### src/rtl/mem_access_unit.sv
// mem_access_unit
//   Memory-stage load/store unit. Sits between the EX/M and M/W pipeline
//   registers. It issues one aligned byte, half or word access on a
//   split-handshake data bus (address phase, then data phase) and stalls M
//   until the data returns. It also produces the aligned, extended load value
//   and the writeback result.
//
// Handshake: data_req is a registered request. Once raised, it stays high with
//   data_wr/size/addr/wstrb/wdata frozen until the bus answers data_addr_ok.
//   It drops on the clock edge that samples data_addr_ok. The request is never
//   withdrawn. data_data_ok completes the access: read data is valid, or the
//   write is done. It may arrive in the same cycle as data_addr_ok.
//
// Ports
//   clk, rst            clock, asynchronous active-high reset
//   validM..writedataM  instruction fields presented by the EX/M register
//   flush_exceptionM    exception flush of the instruction in M
//   stallW              M/W register is holding
//   data_*              data-bus master side
//   mem_rdataM          aligned, sign/zero-extended load data (0 for stores)
//   resultM             writeback value: load data or ALU result
//   mem_stallM          hold F..M while the access is outstanding
//   adelM / adesM       misaligned load / store address error
//   badvaddrM           faulting address
//   dbg_state_o         current FSM state (0 idle, 1 req, 2 wait, 3 done)
module mem_access_unit #(
   parameter int ADDR_W = 32
) (
   input  logic              clk,
   input  logic              rst,
   input  logic              validM,
   input  logic              memreadM,
   input  logic              memwriteM,
   input  logic [1:0]        mem_sizeM,
   input  logic              mem_signM,
   input  logic [31:0]       aluoutM,
   input  logic [31:0]       writedataM,
   input  logic              flush_exceptionM,
   input  logic              stallW,
   output logic              data_req,
   output logic              data_wr,
   output logic [1:0]        data_size,
   output logic [ADDR_W-1:0] data_addr,
   output logic [3:0]        data_wstrb,
   output logic [31:0]       data_wdata,
   input  logic              data_addr_ok,
   input  logic              data_data_ok,
   input  logic [31:0]       data_rdata,
   output logic [31:0]       mem_rdataM,
   output logic [31:0]       resultM,
   output logic              mem_stallM,
   output logic              adelM,
   output logic              adesM,
   output logic [31:0]       badvaddrM,
   output logic [1:0]        dbg_state_o
);

   typedef enum logic [1:0] {
      S_IDLE = 2'd0,
      S_REQ  = 2'd1,
      S_WAIT = 2'd2,
      S_DONE = 2'd3
   } state_t;

   state_t            state_q;
   logic              discard_q;
   logic [31:0]       rdata_q;
   logic              data_req_q;
   logic              data_wr_q;
   logic [1:0]        data_size_q;
   logic [ADDR_W-1:0] data_addr_q;
   logic [3:0]        data_wstrb_q;
   logic [31:0]       data_wdata_q;

   logic              access;
   logic              misalign;
   logic              go;
   logic              disc;
   logic [3:0]        wstrb_d;
   logic [31:0]       wdata_d;
   logic [31:0]       shifted;
   logic [31:0]       load_val;

   always_comb begin
      access = validM & (memreadM | memwriteM);
      case (mem_sizeM)
         2'b00:   misalign = 1'b0;
         2'b01:   misalign = aluoutM[0];
         default: misalign = |aluoutM[1:0];   // 11 behaves as word
      endcase
      go   = access & ~misalign & ~flush_exceptionM;
      // A flush arriving this cycle counts as a discard at once, so a
      // data_ok that coincides with the flush is dropped as well.
      disc = discard_q | flush_exceptionM;

      case (mem_sizeM)
         2'b00:   wstrb_d = 4'b0001 << aluoutM[1:0];
         2'b01:   wstrb_d = 4'b0011 << aluoutM[1:0];
         default: wstrb_d = 4'b1111;
      endcase
      case (mem_sizeM)
         2'b00:   wdata_d = {4{writedataM[7:0]}};
         2'b01:   wdata_d = {2{writedataM[15:0]}};
         default: wdata_d = writedataM;
      endcase

      shifted = rdata_q >> {aluoutM[1:0], 3'b000};
      case (mem_sizeM)
         2'b00:   load_val = mem_signM ? {{24{shifted[7]}}, shifted[7:0]}
                                       : {24'd0, shifted[7:0]};
         2'b01:   load_val = mem_signM ? {{16{shifted[15]}}, shifted[15:0]}
                                       : {16'd0, shifted[15:0]};
         default: load_val = shifted;
      endcase
      mem_rdataM = memreadM ? load_val : 32'd0;
      resultM    = memreadM ? mem_rdataM : aluoutM;

      adelM     = access & memreadM & misalign;
      adesM     = access & memwriteM & misalign;
      badvaddrM = aluoutM;

      // While draining a discarded access, M is held only when a new
      // access is waiting. That access is issued once the FSM is back in IDLE.
      case (state_q)
         S_IDLE:         mem_stallM = go;
         S_REQ, S_WAIT:  mem_stallM = disc ? go : 1'b1;
         default:        mem_stallM = 1'b0;
      endcase
   end

   always_ff @(posedge clk or posedge rst) begin
      if (rst) begin
         state_q      <= S_IDLE;
         discard_q    <= 1'b0;
         rdata_q      <= 32'd0;
         data_req_q   <= 1'b0;
         data_wr_q    <= 1'b0;
         data_size_q  <= 2'd0;
         data_addr_q  <= '0;
         data_wstrb_q <= 4'd0;
         data_wdata_q <= 32'd0;
      end else begin
         case (state_q)
            S_IDLE: begin
               if (go) begin
                  state_q      <= S_REQ;
                  data_req_q   <= 1'b1;
                  data_wr_q    <= memwriteM;
                  data_size_q  <= mem_sizeM;
                  data_addr_q  <= ADDR_W'(aluoutM);
                  data_wstrb_q <= wstrb_d;
                  data_wdata_q <= wdata_d;
               end
            end
            S_REQ: begin
               if (flush_exceptionM) discard_q <= 1'b1;
               if (data_addr_ok) begin
                  data_req_q <= 1'b0;
                  if (data_data_ok) begin
                     if (disc) begin
                        state_q   <= S_IDLE;
                        discard_q <= 1'b0;
                     end else begin
                        state_q <= S_DONE;
                        rdata_q <= data_rdata;
                     end
                  end else begin
                     state_q <= S_WAIT;
                  end
               end
            end
            S_WAIT: begin
               if (flush_exceptionM) discard_q <= 1'b1;
               if (data_data_ok) begin
                  if (disc) begin
                     state_q   <= S_IDLE;
                     discard_q <= 1'b0;
                  end else begin
                     state_q <= S_DONE;
                     rdata_q <= data_rdata;
                  end
               end
            end
            S_DONE: begin
               if (~stallW | flush_exceptionM) state_q <= S_IDLE;
            end
            default: state_q <= S_IDLE;
         endcase
      end
   end

   assign data_req    = data_req_q;
   assign data_wr     = data_wr_q;
   assign data_size   = data_size_q;
   assign data_addr   = data_addr_q;
   assign data_wstrb  = data_wstrb_q;
   assign data_wdata  = data_wdata_q;
   assign dbg_state_o = state_q;

endmodule
### config.mk
export PLATFORM = sky130hd
export DESIGN_NAME = mem_access_unit
export DESIGN_NICKNAME = d
export VERILOG_FILES = /design/src/rtl/mem_access_unit.sv
export SDC_FILE = /design/constraint.sdc
export NUM_CORES = 1
export LEC_CHECK = 0
export CAP_MARGIN = 10
export CORE_MARGIN = 2
export CORE_UTILIZATION = 45
export CTS_BUF_LIST = sky130_fd_sc_hd__clkbuf_16
export DETAILED_ROUTE_END_ITERATION = 10
export PLACE_DENSITY_LB_ADDON = 0.25
export SLEW_MARGIN = 15
export SYNTH_ARGS = -nofsm -noshare
export SYNTH_HDL_FRONTEND = slang
export SYNTH_SLANG_ARGS = --single-unit
### constraint.sdc
create_clock -name clk -period 9.46 [get_ports clk]
set_clock_uncertainty 0.1 [all_clocks]
set_input_delay 1.892 -clock clk [delete_from_list [all_inputs] [get_ports clk]]
set_output_delay 1.892 -clock clk [all_outputs]
set_load 0.1 [all_outputs]
== Word level (Yosys, flattened, before mapping) ==
Cells that the tools add are included.

* Flip-flop bits (word level): 107
* Memories: 0
* Bits in latches: 0
* Output and inout port bits: 173
* Memory bits (read-only): 0
* Input bits: 108
* RAM bits: 0

* Bitwise operators: 13
* Equality and inequality tests: 8
* Multiply operators: 0
* Add/sub/neg operators: 0
* $lt $le $gt $ge: 0
* Div/mod/pow operators: 0
* Shift operators: 3
* Muxes and demuxes: 29
* Reduce and logical (&&, ||, !) cells: 10

{| class="wikitable"
|+ Operators with widths
! kind !! number
|-
| 2-to-1 mux 32 bit || 7
|-
| one-hot mux 32 bit (2 select lines) || 3
|-
| >> shifter 32 x 5 -> 32 bit || 1
|-
| 2-to-1 mux 2 bit || 6
|-
| != test 2 bit (second input constant) || 4
|-
| one-hot mux 1 bit (2 select lines) || 4
|-
| one-hot mux 2 bit (4 select lines) || 1
|-
| one-hot mux 4 bit (2 select lines) || 1
|-
| AND 1 bit || 7
|-
| 2-to-1 mux 1 bit || 7
|-
| equality test 2 x 1 -> 1 bit (second input constant) || 2
|-
| equality test 2 bit (second input constant) || 2
|-
| zero test 2 bit || 2
|-
| AND reduction 2 bit || 2
|-
| AND reduction 4 bit || 1
|-
| nonzero test 2 bit || 2
|-
| OR reduction 2 bit || 2
|-
| << shifter 1 x 2 -> 4 bit (first input constant) || 1
|-
| << shifter 2 x 2 -> 4 bit (first input constant) || 1
|-
| inverter 1 bit || 3
|-
| bitwise OR 1 bit || 3
|-
| AND reduction 3 bit || 1
|}

== Longest topological paths before layout ==
Gate-level depths: netlist of the first run.

* Depth in word-level cells: 7
* Mapped depth: 7
* Mapped depth without buffers: 6

== Least setup slack after synthesis of the first run ==
No wires, ideal clock.

* Path kind: input port to output port
* Start: input mem_sizeM[1]
* End: output mem_rdataM[31]
* Required time: 7,468 ps
* Setup slack: 2,509 ps
* Cell stages on the path: 6
* Data arrival time: 4,959 ps
* Path buffers: 2
* Cell sequence: buf_2 -> nand2b_1 -> clkbuf_1 -> nor2_1 -> a21oi_1 -> a21boi_0

* Cells in the longest elaborated chain, start to end: 3
* Elaborated cells between the ends (all ways): 4

{| class="wikitable"
|+ Ends and longest elaborated chain
! what !! line !! source
|-
| start, declared || 34 || <nowiki>input logic [1:0] mem_sizeM,</nowiki>
|-
| equality test 2 x 1 -> 1 bit / zero test 2 bit (equally long branches) || 108 || <nowiki>case (mem_sizeM)</nowiki>
|-
| one-hot mux 32 bit (2 select lines) * || 108 ||
|-
| 2-to-1 mux 32 bit * || 115 || <nowiki>mem_rdataM = memreadM ? load_val : 32'd0;</nowiki>
|-
| end, declared || 49 || <nowiki>output logic [31:0] mem_rdataM,</nowiki>
|}

Mark *: on every way between the ends. The rest lies on a longest branch, timed or not.

== Worst setup path after layout of the first run ==
* Start: input mem_sizeM[0]
* End: output resultM[8]

* Cells in the longest elaborated chain, start to end: 4
* Elaborated cells between the ends (all ways): 5

{| class="wikitable"
|+ Ends and longest elaborated chain
! what !! line !! source
|-
| equality test 2 x 1 -> 1 bit / zero test 2 bit (equally long branches) || 108 ||
|-
| one-hot mux 32 bit (2 select lines) * || 108 ||
|-
| 2-to-1 mux 32 bit * || 115 ||
|-
| 2-to-1 mux 32 bit * || 116 || <nowiki>resultM = memreadM ? mem_rdataM : aluoutM;</nowiki>
|-
| end, declared || 50 || <nowiki>output logic [31:0] resultM,</nowiki>
|}

Marked as above.

==> results of run 1 <==
## flip-flops by register name, summed over array words and instances (netlist names)
register,count
data_wr,1
data_req,1
data_wdata,32
data_size,2
dbg_state_o,2
data_addr,32
discard_q,1
data_wstrb,4
rdata_q,32
## worst max-delay path: cells and delay by family
family | cells | cell delay [ps]
simple gates | 2 | 1500
buf+inv | 2 | 1950
compound gates | 2 | 450
## routing by layer
metal / part of all wire (%) / GRT usage, % / vias to the layer above
met3: 6.6 / 5.37 / 35
met1: 43 / 33.4 / 2561
met2: 48 / 42.3 / 217
li1: - / - / 2509
met5: 0 / 0 / -
met4: 2.6 / 9.04 / 0
## cell families (layout without fill, tap and decap cells)
| kind of cell | Yosys count | count (layout) |
|---|---|---|
| AOI/OAI and AO/OA | 143 | 143 |
| adders and majority gates | 6 | 6 |
| buffers and inverters | 94 | 322 |
| DFF | 107 | 107 |
| muxes | 109 | 109 |
| and+or+nand+nor | 143 | 143 |
## worst max-delay path by stage
stage	cells after the start	to	slack [ps]
4_1_cts	6	resultM[8]	1650
3_3_place_gp	6	resultM[8]	1770
6_report	6	resultM[8]	1660
2_1_floorplan	6	mem_rdataM[31]	2510
5_1_grt	6	resultM[8]	1400
3_5_place_dp	6	resultM[8]	1670
## placed cells by master, fill, tap and decap left out, drive strengths merged, types with 3 or more instances in the layout
master         Yosys  final
clkdlybuf4s50      0    277
dfrtp            107    107
mux2              67     67
nor2              66     66
nand2             57     57
o21ai             47     47
mux2i             42     42
inv               20     22
a21oi             20     20
a31oi             17     17
a21boi            17     17
o21bai             9      9
clkbuf            16      9
buf               58      9
o22ai              8      8
o211a              8      8
a211oi             7      7
ha                 6      6
nand2b             4      4
nor2b              3      3
and3               3      3
bufinv             0      3
## per-stage QoR
step	hold slack [ps]	instance area (µm²)
2_1_floorplan	375	6010
3_3_place_gp	364	8610
3_5_place_dp	369	8610
4_1_cts	386	8950
5_1_grt	405	8970
6_report	381	8970
## cell type report
| class | instances | area [µm²] |
|---|---|---|
| fillers | 1024 | 4170 |
| repair buffers | 286 | 2840 |
| multi-input cells | 401 | 2810 |
| flip-flops and latches | 107 | 2680 |
| clock buffers | 9 | 225 |
| well taps | 176 | 220 |
| clock inverters | 7 | 115 |
| inverters | 20 | 77.6 |
==> run_results.csv, run 1 <==
group,metric,value,unit
cts,clock_path_buffers,2,
sta,worst-slew-pin-transition,1070,ps
final_layout,fin_cells,1006,
worst_setup_path,critPathArrivalTime,5800,ps
worst_setup_path,reg2reg_from,"dbg_state_o[0]$_DFFE_PP0P_",
cts,holdBufCountCts,0,
sta,post-route-min-period,7800,ps
placement,dp.cells,989,
final_layout,n_antenna_cell,0,
global_route,antenna_found_initial,0,
yosys,yosysWarnings,0,
yosys,synth_top_area_cell,"dfrtp_1",
detailed_routing,wl_per_cell,18.4,µm
worst_setup_path,path_class,"input pin to output pin",
detailed_routing,drtIter0Drc,408,
global_route,track_usage,25.6,%
placement,place_congestion,0.868,
cts,post_cts_buffers,0,
yosys,yosys.area_share.simple,10.3,%
worst_hold_path,hold_path_startpoint,"data_addr[10]$_DFFE_PP0P_",
cts,cts_tree,"built",
floorplan,die_h,120,µm
floorplan,dieWidth,120,µm
worst_setup_path,path_cells,"clkdlybuf4s50_1 > nor2_2 > o221ai_1 > nand2_1 > o22ai_1 > clkdlybuf4s50_1",
worst_hold_path,min_path_type,"register to register",
yosys,synth_top_family_by_area,"multiplexers",
yosys,syn-num-nets,716,
floorplan,fp-row-count,42,
floorplan,initial_core_util,45.7,%
placement,dp_slack,1670,ps
worst_hold_path,whs_path_depth,2,
sta,worst_slack,1660,ps
worst_hold_path,whs_endpoint,"data_addr[10]$_DFFE_PP0P_",
sta,max_freq,128,MHz
worst_setup_path,ff2ff_setup_slack,6910,ps
yosys,avgSynthCellArea,9.98,µm²
yosys,yosysMostFrequentCell,"dfrtp_1",
cts,clkSinkCount,107,
sta,hold_violations,0,
sta,slew_viol_final,0,
yosys,ys_ff_latch,107,
sta,period_share,82.4,%
cts,cts_resized,0,
detailed_routing,firstDrtPassIters,7,
worst_setup_path,cpMostUsedCell,"clkdlybuf4s50_1",
cts,clock-root-buffer,"clkbuf_16",
worst_setup_path,startpoint,"mem_sizeM[0]",
job,drv_cap,0,
yosys,async_flop_share,100,%
detailed_routing,finalWirelength,18.5,mm
yosys,synth_cell_type_count,46,
sta,fin_setup_tns,0,ps
global_route,overflow,0,
detailed_routing,ant_nets,0,
floorplan,core_area,0.0131,mm²
yosys,synth-xor-area-share,0,%
detailed_routing,vias_per_cell,5.29,
worst_setup_path,crit_fanout,18,
cts,clk_pin_slew,70,ps
yosys,synth-compound-area-share,15.3,%
detailed_routing,via_count,5322,
worst_setup_path,r2r_end,"data_addr[28]$_DFFE_PP0P_",
yosys,yosys-mux-area-fraction,19.6,%
sta,setup_viol,0,
yosys,syn-cell-area,0.00601,mm²
detailed_routing,drc,0,
yosys,synthCells,602,
floorplan,ios,281,
yosys,synth_edf_count,0,
worst_setup_path,critPathLaunchType,"input pin",
yosys,synth_fa_ha_area_share,1.25,%
final_layout,areaGrowthSynthToFinish,49.3,%
global_route,grt_max_degree,112,
worst_setup_path,worstSetupEndpointType,"output pin",
sta,rsz0062_at_grt,"no",
sta,slew_headroom,28.3,%
worst_setup_path,crit_required,7470,ps
cts,htreeDepth,3,
worst_setup_path,cpMaxStageDelayCell,"nor2_2",
outcome,status,"completed",
cts,insertion_delay,350,ps
yosys,synthFlopType,"dfrtp_1",
yosys,synth-seq-area-share,44.6,%
placement,hpwl,13.7,mm
yosys,netlist.area_leader.share,44.6,%
yosys,synth_common_cells,"107 x dfrtp_1, 66 x mux2_2, 63 x nor2_1",
global_route,grt_pass1_wl,28.6,mm
floorplan,die-area,0.0143,mm²
global_route,grt_pass1_vias,5255,
yosys,synth_area_leaders,"dfrtp_1 45%, mux2_2 12%, mux2i_1 6.8%",
final_layout,drive_above_1_share,12.5,%
worst_setup_path,reg2reg_depth,5,
final_layout,final_nets,939,
worst_setup_path,crit_path_max_incr_delay,1090,ps
final_layout,fin_util,68.3,%
cts,cts_buffers,9,
placement,port_buffers,280,
Power of run 1 is left out: the tool's default activity adds up to more than one toggle a clock period on the data nets, which glitch-free logic cannot reach.
==> run 2: changes to the inputs <==
Settings changed: CORE_UTILIZATION 45 to 38.
Clock period 9.46 ns to 6.2 ns, I/O delays scaled along.
==> run 2 against run 1 <==
  * Sequential share of layout area down 0.42 points
  * Worst setup slack worse by 710 ps
  * Register-to-register slack worse by 3300 ps
  * Via count up 0.21%
  * Utilization down 8.9 points
  * First-iteration DRC count down 38%
  * Routed wire length up 7.0%
==> run_results.csv, run 2 (same netlist as run 1, synthesis figures left out) <==
group,metric,value,unit
cts,cts_buffers,9,
outcome,status,"completed",
sta,slew_viol_final,0,
placement,hpwl,15.3,mm
floorplan,core_area,0.0153,mm²
detailed_routing,firstDrtPassIters,4,
cts,clk_pin_slew,70,ps
global_route,grt_pass1_vias,5199,
sta,slew_headroom,30.0,%
detailed_routing,wl_per_cell,18.9,µm
cts,holdBufCountCts,0,
detailed_routing,drc,0,
global_route,antenna_found_initial,0,
cts,clkSinkCount,107,
sta,worst_slack,952,ps
placement,dp_slack,958,ps
global_route,overflow,0,
final_layout,final_cell_mix,"209 x clkdlybuf4s50_1, 107 x dfrtp_1, 66 x mux2_2",
final_layout,areaGrowthSynthToFinish,51.4,%
worst_setup_path,crit_required,4860,ps
worst_setup_path,worstSetupEndpointType,"output pin",
floorplan,ios,281,
sta,max_freq,191,MHz
cts,insertion_delay,350,ps
placement,placed_area,0.00881,mm²
worst_setup_path,critPathLaunchType,"input pin",
sta,fin_setup_tns,0,ps
sta,worst-slew-pin-transition,1050,ps
cts,htreeDepth,3,
global_route,grt_pass1_wl,29.6,mm
sta,setup_viol,0,
detailed_routing,drtIter0Drc,253,
floorplan,dieWidth,130,µm
sta,period_share,84.6,%
cts,clock-root-buffer,"clkbuf_16",
floorplan,fp-row-count,45,
detailed_routing,via_count,5333,
sta,rsz0062_at_grt,"no",
detailed_routing,vias_per_cell,5.10,
job,drv_cap,0,
sta,post-route-min-period,5250,ps
worst_setup_path,path_class,"input pin to output pin",
detailed_routing,ant_nets,0,
cts,cts_tree,"built",
detailed_routing,finalWirelength,19.8,mm
worst_setup_path,crit_fanout,15,
floorplan,initial_core_util,39.2,%
placement,place_congestion,0.872,
cts,cts_resized,0,
cts,post_cts_buffers,0,
global_route,grt_max_degree,98,
final_layout,final_nets,943,
worst_hold_path,min_path_type,"register to register",
floorplan,die-area,0.0168,mm²
final_layout,final_common_cell,"clkdlybuf4s50_1",
final_layout,drive_above_1_share,21.2,%
floorplan,die_h,130,µm
final_layout,finish.instance_area,0.00910,mm²
final_layout,n_antenna_cell,0,
cts,clock_path_buffers,2,
sta,hold_violations,0,
global_route,track_usage,23.1,%
placement,port_buffers,280,
worst_setup_path,critPathArrivalTime,3910,ps
==> run 2: cell type report <==
type                       instances  area (µm²)
clock buffer                       9         225
clock inverter                     7        58.8
timing repair buffer             290        2980
inverter                          20        77.6
multi-input combinational        401        2810
fill                            1291        6220
tap                              211         264
sequential                       107        2680
==> run 2: final timing paths <==
path	startpoint	endpoint	slack, ps	cells past startpoint
min reg2reg	data_wstrb[2]$_DFFE_PP0P_	data_wstrb[2]$_DFFE_PP0P_	380	2
max reg2reg	dbg_state_o[0]$_DFFE_PP0P_	data_addr[23]$_DFFE_PP0P_	3640	5
min	data_wstrb[2]$_DFFE_PP0P_	data_wstrb[2]$_DFFE_PP0P_	380	2
max	aluoutM[1]	mem_rdataM[16]	950	7
max in group asynchronous	rst	data_wdata[5]$_DFFE_PP0P_	3590	3
min in group asynchronous	rst	data_addr[18]$_DFFE_PP0P_	1280	2
==> run 2: metal layers <==
metal  vias to the layer above  wire (µm)  GRT usage [%]
met5                         -          0              0
met4                         0        255           6.14
met3                        17       1470           5.04
met2                       213       9780           39.5
met1                      2568       8240           29.7
li1                       2535          -              -
==> run 2: metrics by stage <==
stage / utilization [%] / hold WS, ps / std cells
2_1_floorplan: - / 375 / 602
3_3_place_gp: 57.5 / 362 / 1029
3_5_place_dp: 57.5 / 369 / 1029
4_1_cts: 59.4 / 387 / 1045
5_1_grt: 59.4 / 411 / 1045
6_report: 59.4 / 384 / 1045
==> run 2: critical path: stages <==
cell and delay, ps:
clkdlybuf4s50_1 880, mux2i_2 470, nor4b_2 130, nor3_4 500, buf_4 290, a21boi_0 180, buf_12 210
Power of run 2 is left out for the same reason.
==> run 3: changes to the inputs <==
Clock period 6.2 ns to 4.7 ns, I/O delays scaled along.
==> run 3 against run 2 <==
  * Flip-flop and latch count stayed put
  * Non-clock buffer count is 2 higher
  * Routed wire length is 0.97% lower
  * Highest routed layer unchanged
  * Count of clock-buffer cells in the layout stayed put
  * Utilization is 3.3 points higher
  * Register-to-register slack worse by 990 ps
  * Sequential share of layout area is 1.6 points lower
  * Worst hold slack worse by 9.0 ps
  * Global-route usage is 0.39 points lower
  * Worst setup slack worse by 860 ps
==> run_results.csv, run 3 (same netlist as run 1, synthesis figures left out) <==
group,metric,value,unit
worst_setup_path,crit_required,3660,ps
worst_setup_path,crit_path_max_incr_delay,860,ps
floorplan,die-area,0.0168,mm²
sta,fin_setup_tns,0,ps
global_route,antenna_found_initial,0,
final_layout,fillCellCount,1235,
placement,placed_area,0.00931,mm²
cts,cts_resized,0,
final_layout,areaGrowthSynthToFinish,59.9,%
global_route,grt_pass1_wl,29.4,mm
global_route,grt_max_degree,116,
final_layout,drive_above_1_share,25.0,%
cts,clock-root-buffer,"clkbuf_16",
final_layout,final_nets,946,
outcome,status,"completed",
sta,max_freq,217,MHz
floorplan,ios,281,
cts,cts_buffers,9,
sta,hold_violations,0,
cts,clkSinkCount,107,
worst_setup_path,cpMaxStageDelayCell,"nor3_2",
sta,post-route-min-period,4610,ps
floorplan,dieWidth,130,µm
worst_setup_path,worstSetupEndpointType,"output pin",
detailed_routing,via_count,5342,
global_route,overflow,0,
job,drv_cap,0,
floorplan,core_area,0.0153,mm²
detailed_routing,finalWirelength,19.6,mm
worst_setup_path,path_cells,"clkdlybuf4s50_1 > mux2i_1 > nor4_1 > nor3_2 > a31oi_1 > buf_12",
cts,cts_tree,"built",
worst_setup_path,critPathBufInv,2,
sta,setup_viol,0,
worst_setup_path,critPathLaunchType,"input pin",
worst_setup_path,critPathArrivalTime,3570,ps
floorplan,die_h,130,µm
detailed_routing,ant_nets,0,
detailed_routing,vias_per_cell,5.10,
sta,worst_slack,89.2,ps
detailed_routing,drtIter0Drc,282,
placement,place_congestion,0.813,
sta,worst-slew-pin-transition,1040,ps
sta,slew_viol_final,0,
placement,port_buffers,280,
cts,insertion_delay,350,ps
cts,clk_pin_slew,70,ps
final_layout,finish.instance_area,0.00961,mm²
cts,holdBufCountCts,0,
detailed_routing,firstDrtPassIters,4,
floorplan,initial_core_util,39.2,%
worst_setup_path,cp_top_family,"simple AND/OR/NAND/NOR gates",
worst_hold_path,min_path_type,"register to register",
floorplan,fp-row-count,45,
cts,clock_path_buffers,2,
final_layout,final_cell_mix,"178 x clkdlybuf4s50_1, 107 x dfrtp_1, 68 x buf_12",
placement,hpwl,14.9,mm
sta,rsz0062_at_grt,"yes",
cts,post_cts_buffers,0,
sta,slew_headroom,30.6,%
detailed_routing,drc,0,
detailed_routing,wl_per_cell,18.7,µm
global_route,track_usage,22.7,%
worst_setup_path,crit_fanout,16,
worst_setup_path,path_class,"input pin to output pin",
global_route,grt_pass1_vias,5374,
sta,period_share,98.1,%
cts,htreeDepth,3,
final_layout,n_antenna_cell,0,
placement,dp_slack,119,ps
final_layout,final_common_cell,"clkdlybuf4s50_1",
## run 3: layout make-up
type | count | area [µm²] | share of cell area (%)
repair buffers | 292 | 3480 | 36.2
multi-input cells | 402 | 2820 | 29.4
flip-flops and latches | 107 | 2680 | 27.9
well taps | 211 | 264 | 2.75
clock buffers | 9 | 225 | 2.34
inverters | 20 | 77.6 | 0.807
clock inverters | 7 | 60.1 | 0.625
## run 3: worst paths after layout
check | startpoint | slack [ps] | to | cells after the start
max reg2reg | dbg_state_o[1]$_DFFE_PP0P_ | 2650 | rdata_q[13]$_DFFE_PP0P_ | 6
max in group asynchronous | rst | 2590 | rdata_q[30]$_DFFE_PP0P_ | 3
max | aluoutM[1] | 90 | resultM[16] | 6
min in group asynchronous | rst | 1090 | data_wdata[7]$_DFFE_PP0P_ | 2
min reg2reg | data_wstrb[0]$_DFFE_PP0P_ | 370 | data_wstrb[0]$_DFFE_PP0P_ | 2
min | data_wstrb[0]$_DFFE_PP0P_ | 370 | data_wstrb[0]$_DFFE_PP0P_ | 2
## run 3: worst min-delay path: stages (launching register included)
cell and delay (ps):
dfrtp_1 340, nand2_1 40, o21ai_0 50
## run 3: metrics by stage
stage	std cells	utilization [%]	hold WS [ps]
floorplan	602	-	375
detailed placement	1031	60.8	369
finish	1048	62.7	375
CTS	1047	62.7	385
global route	1048	62.7	413
global placement	1031	60.8	363
## run 3: layer usage
metal	share of wire [%]	routed length [µm]	up-vias	track usage, %
li1	-	-	2541	-
met3	6.4	1250	21	4.72
met5	0	0	-	0
met1	41	8090	2571	28.6
met2	51	9960	209	39.3
met4	1.4	268	0	6.96
Power of run 3 is left out for the same reason.
